--- src/rtl/if_req_arbiter.sv ---
// Round-robin arbiter granting one interface-controller requester at a time
// access to the rename unit, holding the grant until the owner signals done.
module if_req_arbiter #(
  parameter int unsigned NUM_REQ   = 4,
  parameter int unsigned WIDTH_OWN = $clog2(NUM_REQ),
  parameter int unsigned WIDTH_FTK = 8
) (
  input  logic                           clock,
  input  logic                           reset,
  input  logic [NUM_REQ-1:0]             I_Req,
  input  logic [NUM_REQ*WIDTH_FTK-1:0]   I_FTk,
  output logic [NUM_REQ-1:0]             O_Grant,
  output logic [WIDTH_FTK-1:0]           O_FTk,
  output logic                           O_Req,
  input  logic                           I_Ack,
  input  logic                           I_Stall,
  input  logic                           I_Done,
  output logic [WIDTH_OWN-1:0]           O_Owner,
  output logic                           O_Busy
);

  typedef enum logic [1:0] {
    ARB_IDLE,
    ARB_SEL,
    ARB_WAIT,
    ARB_HOLD
  } arb_state_e;

  arb_state_e           state_q;
  logic [WIDTH_OWN-1:0] r_ptr_q;
  logic [WIDTH_OWN-1:0] r_ptr_d;
  logic [WIDTH_OWN-1:0] r_owner_q;
  logic [WIDTH_OWN-1:0] sel_idx;
  logic                 sel_found;
  logic                 owner_req;
  logic [WIDTH_FTK-1:0] ftk_arr [NUM_REQ];

  always_comb begin
    for (int i = 0; i < NUM_REQ; i++) begin
      ftk_arr[i] = I_FTk[i*WIDTH_FTK +: WIDTH_FTK];
    end
  end

  // First active request at or after the pointer, wrapping around.
  always_comb begin
    int unsigned          k;
    logic [WIDTH_OWN-1:0] kk;
    sel_found = 1'b0;
    sel_idx   = '0;
    k         = 0;
    kk        = '0;
    for (int i = 0; i < NUM_REQ; i++) begin
      k = int'(r_ptr_q) + i;
      if (k >= NUM_REQ) begin
        k = k - NUM_REQ;
      end
      kk = WIDTH_OWN'(k);
      if (!sel_found && I_Req[kk]) begin
        sel_found = 1'b1;
        sel_idx   = kk;
      end
    end
  end

  always_comb begin
    r_ptr_d = (r_owner_q == WIDTH_OWN'(NUM_REQ - 1)) ? '0 : r_owner_q + WIDTH_OWN'(1);
  end

  assign owner_req = I_Req[r_owner_q];

  always_ff @(posedge clock) begin
    if (reset) begin
      state_q   <= ARB_IDLE;
      r_ptr_q   <= '0;
      r_owner_q <= '0;
      O_Grant   <= '0;
      O_Req     <= 1'b0;
      O_FTk     <= '0;
    end else begin
      case (state_q)
        ARB_IDLE: begin
          if (|I_Req) begin
            state_q <= ARB_SEL;
          end
        end
        ARB_SEL: begin
          if (sel_found) begin
            r_owner_q <= sel_idx;
            O_Grant   <= NUM_REQ'(1) << sel_idx;
            O_FTk     <= ftk_arr[sel_idx];
            O_Req     <= 1'b1;
            state_q   <= ARB_WAIT;
          end else begin
            state_q <= ARB_IDLE;
          end
        end
        ARB_WAIT: begin
          // Withdrawal outranks acknowledge; pointer is left where it was.
          if (!owner_req) begin
            O_Grant <= '0;
            O_Req   <= 1'b0;
            O_FTk   <= '0;
            state_q <= ARB_IDLE;
          end else if (I_Ack && !I_Stall) begin
            O_Req   <= 1'b0;
            state_q <= ARB_HOLD;
          end
        end
        ARB_HOLD: begin
          if (!owner_req) begin
            O_Grant <= '0;
            O_Req   <= 1'b0;
            O_FTk   <= '0;
            state_q <= ARB_IDLE;
          end else if (I_Done) begin
            O_Grant <= '0;
            O_FTk   <= '0;
            r_ptr_q <= r_ptr_d;
            state_q <= ARB_IDLE;
          end
        end
        default: begin
          state_q <= ARB_IDLE;
        end
      endcase
    end
  end

  assign O_Owner = r_owner_q;
  assign O_Busy  = (state_q != ARB_IDLE);

endmodule

--- config.mk ---
export PLATFORM = sky130hd
export DESIGN_NAME = if_req_arbiter
export DESIGN_NICKNAME = d
export VERILOG_FILES = /design/src/rtl/if_req_arbiter.sv
export SDC_FILE = /design/constraint.sdc
export NUM_CORES = 1
export LEC_CHECK = 0
export CAP_MARGIN = 10
export CORE_MARGIN = 1
export CORE_UTILIZATION = 41
export DETAILED_ROUTE_END_ITERATION = 8
export PLACE_DENSITY = 0.84
export SYNTH_ARGS = -nofsm -noshare
export SYNTH_HDL_FRONTEND = slang
export SYNTH_SLANG_ARGS = --single-unit
--- constraint.sdc ---
create_clock -name clock -period 2.7 [get_ports clock]
set_input_delay 0.54 -clock clock [delete_from_list [all_inputs] [get_ports clock]]
set_output_delay 0.54 -clock clock [all_outputs]
set_load 0.01 [all_outputs]
Word-level counts from Yosys, hierarchy flattened
Cells that the tools add are included.

word-level totals
  register bits = 19
  bits in latches = 0
  memory bits (writable) = 0
  memory bits (read-only) = 0
  bits of input ports = 41
  memories kept = 0

operators by class
  add/sub/neg operators = 8
  multiply operators = 0
  divide/modulo/power cells = 0
  $lt $le $gt $ge = 10
  equal/unequal tests = 10
  shifts and indexed selects = 1
  multiplexer cells = 48
  bitwise gates (word level) = 1
  reductions and logical operators = 17

operators with widths
  kind                                                                           count
  8-bit two-way mux                                                              6
  2-bit two-way mux                                                              15
  8-bit case mux with 3 select lines                                             1
  8-bit binary-select mux with 2-bit select                                      1
  4-bit two-way mux                                                              4
  2-bit by 3-bit less-than comparator with 1-bit output (second input constant)  5
  1-bit two-way mux                                                              13
  3-bit >= comparator (second input constant)                                    4
  4-bit case mux with 3 select lines                                             1
  1-bit binary-select mux with 2-bit select                                      5
  2-bit != test (second input constant)                                          4
  2-bit case mux with 4 select lines                                             1
  4-bit AND reduction                                                            2
  2-bit by 1-bit subtractor with 2-bit output (second input constant)            4
  2-bit by 2-bit adder with 3-bit output (second input constant)                 2
  2-bit == test (second input constant)                                          3
  3-bit != test (second input constant)                                          2
  3-bit AND reduction                                                            2
  1-bit logical AND                                                              4
  1-bit zero test                                                                4
  4-bit OR reduction                                                             1
  1-bit by 2-bit << shifter with 4-bit output (first input constant)             1
  2-bit by 1-bit adder with 3-bit output (second input constant)                 1
  2-bit by 3-bit >= comparator with 1-bit output (second input constant)         1
  other kinds (8)                                                                8

Depth between registers and ports, before layout
  depth after elaboration = 20
  mapped depth = 8
  depth with buffers taken out = 5

Least setup slack after synthesis
No wires, ideal clock.

  path kind = input port to flip-flop
  from = input port I_Req[3]
  to = register O_Grant[0]
  setup time = 70 ps
  data arrival time = 1850 ps
  required time = 2630 ps
  path slack = 780 ps
  stages = 5
  buffers on the path = 0
  cells stage by stage = mux4_2 > nand3_2 > nand2_4 > or4_1 > a21oi_1

between the ends
  longest elaborated chain between the ends = 15

ends and longest elaborated chain
  element                                      RTL line  RTL
  start: declaration                           10        input logic [NUM_REQ-1:0] I_Req,
  1-bit binary-select mux with 2-bit select    58        if (!sel_found && I_Req[kk]) begin
  1-bit two-way mux (implied by the code)      58
  1-bit two-way mux                            58
  1-bit zero test                              58
  1-bit logical AND                            58
  1-bit two-way mux                            58
  1-bit zero test                              58
  1-bit logical AND                            58
  1-bit two-way mux                            58
  1-bit zero test                              58
  1-bit logical AND                            58
  2-bit two-way mux                            58
  1-bit by 2-bit << shifter with 4-bit output  89        O_Grant <= NUM_REQ'(1) << sel_idx;
  4-bit two-way mux                            87        if (sel_found) begin
  4-bit case mux with 3 select lines           80        case (state_q)
  end signal: assignment                       89
  end: declaration                             12        output logic [NUM_REQ-1:0] O_Grant,

Parallel ways exist; a longest one is shown, timed or not. The select of a mux whose other input is x is not followed.
A chain may end at the register's enable or synchronous reset.

Worst setup path in the final report
  from = input port I_Req[2]
  to = register O_FTk[1]

between the ends
  longest elaborated chain between the ends = 18

ends and longest elaborated chain
  element                                                 RTL line  RTL
  1-bit binary-select mux with 2-bit select               58
  1-bit two-way mux (implied by the code)                 58
  1-bit two-way mux                                       58
  1-bit zero test                                         58
  1-bit logical AND                                       58
  1-bit two-way mux                                       58
  1-bit zero test                                         58
  1-bit logical AND                                       58
  1-bit two-way mux                                       58
  1-bit zero test                                         58
  1-bit logical AND                                       58
  2-bit two-way mux                                       58
  2-bit inverter with 3-bit output (implied by the code)  90        O_FTk <= ftk_arr[sel_idx];
  8-bit binary-select mux with 2-bit select               90
  8-bit two-way mux (implied by the code) (2 in series)   90
  8-bit two-way mux                                       87
  8-bit case mux with 3 select lines                      80
  end signal: assignment                                  90
  end: declaration                                        13        output logic [WIDTH_FTK-1:0] O_FTk,

Parallel ways exist; a longest one is shown, timed or not. The select of a mux whose other input is x is not followed.

==> results.ini <==
[timing]
worst_pin_slew_ns = 0.452
fin_crit_sh_pct = 85.1
fin_tns_setup_ns = 0
max_freq_ghz = 0.435
max-slew-margin-rel_pct = 69.8
report.final.slew_viol_count = 0
skew_ns = 0.00371
period_needed_ns = 2.30
rsz0062_at_grt = false
setup_viol = 0
hold_viol_final = 0

[synthesis]
ys_top_cells_by_count = 22 x nand2_1, 19 x dfxtp_1, 18 x mux2i_1
syn_area_sq_mm = 0.00107
ys_seq_area_share_pct = 35.6
yosysMostFrequentCell = nand2_1
yosys.area.top_type = dfxtp_1
synth_cell_types = 29
ys_ff_latch = 19
synth_warnings = 0
synth_area_leaders = dfxtp_1 36%, mux2i_1 17%, nand2_1 7.7%
netlist_instances = 119
ys_dominant_reg_cell = dfxtp_1
syn_avg_cell_area_sq_um = 8.97
synth_fp_nets = 161
synth_edf_count = 0
yosysTopAreaCellShare_pct = 35.6
async_reset_ff_share_pct = 0

[floorplan]
num_rows = 18
core_sq_mm = 0.00248
die-area_sq_mm = 0.00281
io_pins = 57
initial_core_util_pct = 43.1
dieWidth_um = 53.0
die_y_um = 53.0

[cts]
clk_path_buf_depth = 2
cts_tree = done
htree_levels = 1
cts-resized-gates = 0
worstSkewPairLatency_ns = 0.29
clkSlewWorstSetupHoldPaths_ns = 0.11
cts_inserted_buffers = 3
post_cts_buffers = 0
cts.sinks = 19
cts_hold_buf = 0
cts-root-buf = clkbuf_4

[worst_setup_path]
cp.required_ns = 2.91
reg2reg_from = O_Owner[0]
arrival_ns = 2.51
path_class = in2reg
start_kind = primary input
crit_end = O_FTk[1]
r2r_cells = 5
cp_max_fo = 8
startpoint = I_Req[2]
reg2reg_slack_ns = 0.73
end_kind = flop
reg2reg_to = O_Grant[0]

[power_and_ir_drop]
power_frac_clock_pct = 20.4
p_sw_mw = 0.198
cell_internal_pwr_mw = 0.489
power_frac_seq_pct = 46.8
max-vdd-ir-drop_mv = 0.282
p_leak_nw = 0.605
power-per-cell-area_mw_per_mm2 = 415
sw_frac_of_total_pct = 28.9
power_frac_comb_pct = 32.8

[drt]
routed_wl_um = 2640
drc = 0
drt-pass1-iter-count = 4
vias = 1108
routed_via_density = 5.43
drt_iter0_drc = 10
wl_per_cell_um = 12.9
antenna_left = 0

[run_status]
status = completed

[global_routing]
first_global_vias = 994
overflow = 0
antenna_found_initial = 0
grt_max_degree = 18
track_usage_pct = 20.0
grt_pass1_wl_um = 4110

[layout]
seqCellArea_sq_um = 380
stdcell_area_sq_mm = 0.00166
syn_to_final_growth_pct = 55.2
drive_gt1_share_pct = 6.90
finalNetCount = 217
multi_input_area_sq_um = 632
diodes = 0
fillCellCount = 232

[placed_design]
dpl-instance-area_sq_mm = 0.00163
hpwl_um = 2060
gp_congestion = 0.785
portBuffers = 56

[job]
max_cap_viol_count = 0

[min_path]
hold_class = reg2reg

-- area by class of cell --
class / count / area share (%)
Clock inverter: 1 / 0.302
Sequential cell: 19 / 23.0
Tap cell: 30 / 2.27
Inverter: 3 / 0.680
Multi-Input combinational cell: 91 / 38.1
Timing Repair Buffer: 57 / 34.3
Clock buffer: 3 / 1.36
-- flip-flops by register name, summed over array words and instances (netlist names) --
signal and count:
O_Owner 2, state_q 2, O_Grant 4, r_ptr_q 2
O_Req 1, O_FTk 8
-- per-stage QoR --
step / total power [mW] / utilization [%] / hold WS (ns) / setup WS, ns / cells
final: 0.688 / 66.9 / 0.467 / 0.403 / 204
after global routing: 0.719 / 66.9 / 0.486 / 0.318 / 204
after CTS: 0.692 / 66.9 / 0.471 / 0.418 / 204
after detailed placement: 0.553 / 65.8 / 0.454 / 0.122 / 200
after global placement: 0.547 / 65.8 / 0.444 / 0.129 / 200
after floorplan: 0.437 / - / 0.445 / 0.780 / 119
-- critical path: stages --
cell             delay (ns)
clkdlybuf4s50_1        0.48
or4_1                  0.63
a21o_2                 0.29
a21oi_2                0.37
nand2_1                0.11
o221ai_1               0.08
-- how the worst min path moves through the flow --
stage | start | cells past startpoint | slack, ns | endpoint
6_report | O_Grant[3] | 2 | 0.47 | O_Grant[3]
5_1_grt | O_Grant[2] | 2 | 0.49 | O_Grant[2]
4_1_cts | O_Grant[3] | 2 | 0.47 | O_Grant[3]
3_5_place_dp | O_FTk[6] | 2 | 0.45 | O_FTk[6]
3_3_place_gp | O_Grant[2] | 2 | 0.44 | O_Grant[2]
2_1_floorplan | r_ptr_q[0] | 2 | 0.45 | r_ptr_q[0]
-- cells by family after synthesis --
group,after synthesis,share of synthesized area (%)
compound gates,28,17.8
fa+ha+maj,1,1.17
buf+inv,9,5.74
flops,19,35.6
mux,19,19.0
simple gates,43,20.6
-- cell usage in the layout (no fill, tap or decap) --
master | Yosys | final
or3_2 | 1 | 1
a31oi_1 | 1 | 1
clkinv_2 | 0 | 1
dfxtp_1 | 19 | 19
mux4_2 | 1 | 1
nand3_2 | 1 | 1
o22ai_1 | 1 | 1
a32oi_1 | 1 | 1
mux2i_1 | 18 | 18
inv_1 | 3 | 3
or4_1 | 3 | 3
clkdlybuf4s50_1 | 0 | 56
nand3b_1 | 1 | 1
nand4_1 | 1 | 1
o21a_1 | 1 | 1
ha_1 | 1 | 1
buf_4 | 4 | 1
nor2_1 | 8 | 8
nor3_4 | 0 | 1
nand2_4 | 1 | 1
o221ai_1 | 8 | 8
nand2_1 | 22 | 22
a21oi_1 | 12 | 12
a21o_2 | 1 | 1
nor3b_1 | 2 | 2
o22a_1 | 1 | 1
a21oi_2 | 1 | 1
nand4b_1 | 2 | 2
clkbuf_4 | 0 | 3
o21ai_0 | 1 | 1
-- metal layers --
metal	track usage, %	vias to the layer above	wire [um]
met1	24.8	505	1180
met4	6.58	0	13
li1	-	549	-
met2	33.5	52	1220
met5	0	-	0
met3	4.60	2	221
-- power by group through the flow --
stage               sequential, mW  clock [mW]  combinational (mW)
floorplan                    0.329           0               0.107
global placement             0.327           0               0.220
detailed placement           0.328           0               0.225
CTS                          0.321       0.144               0.227
global route                 0.325       0.151               0.244
finish                       0.322       0.140               0.226
Power figures use the tool's default switching activity.
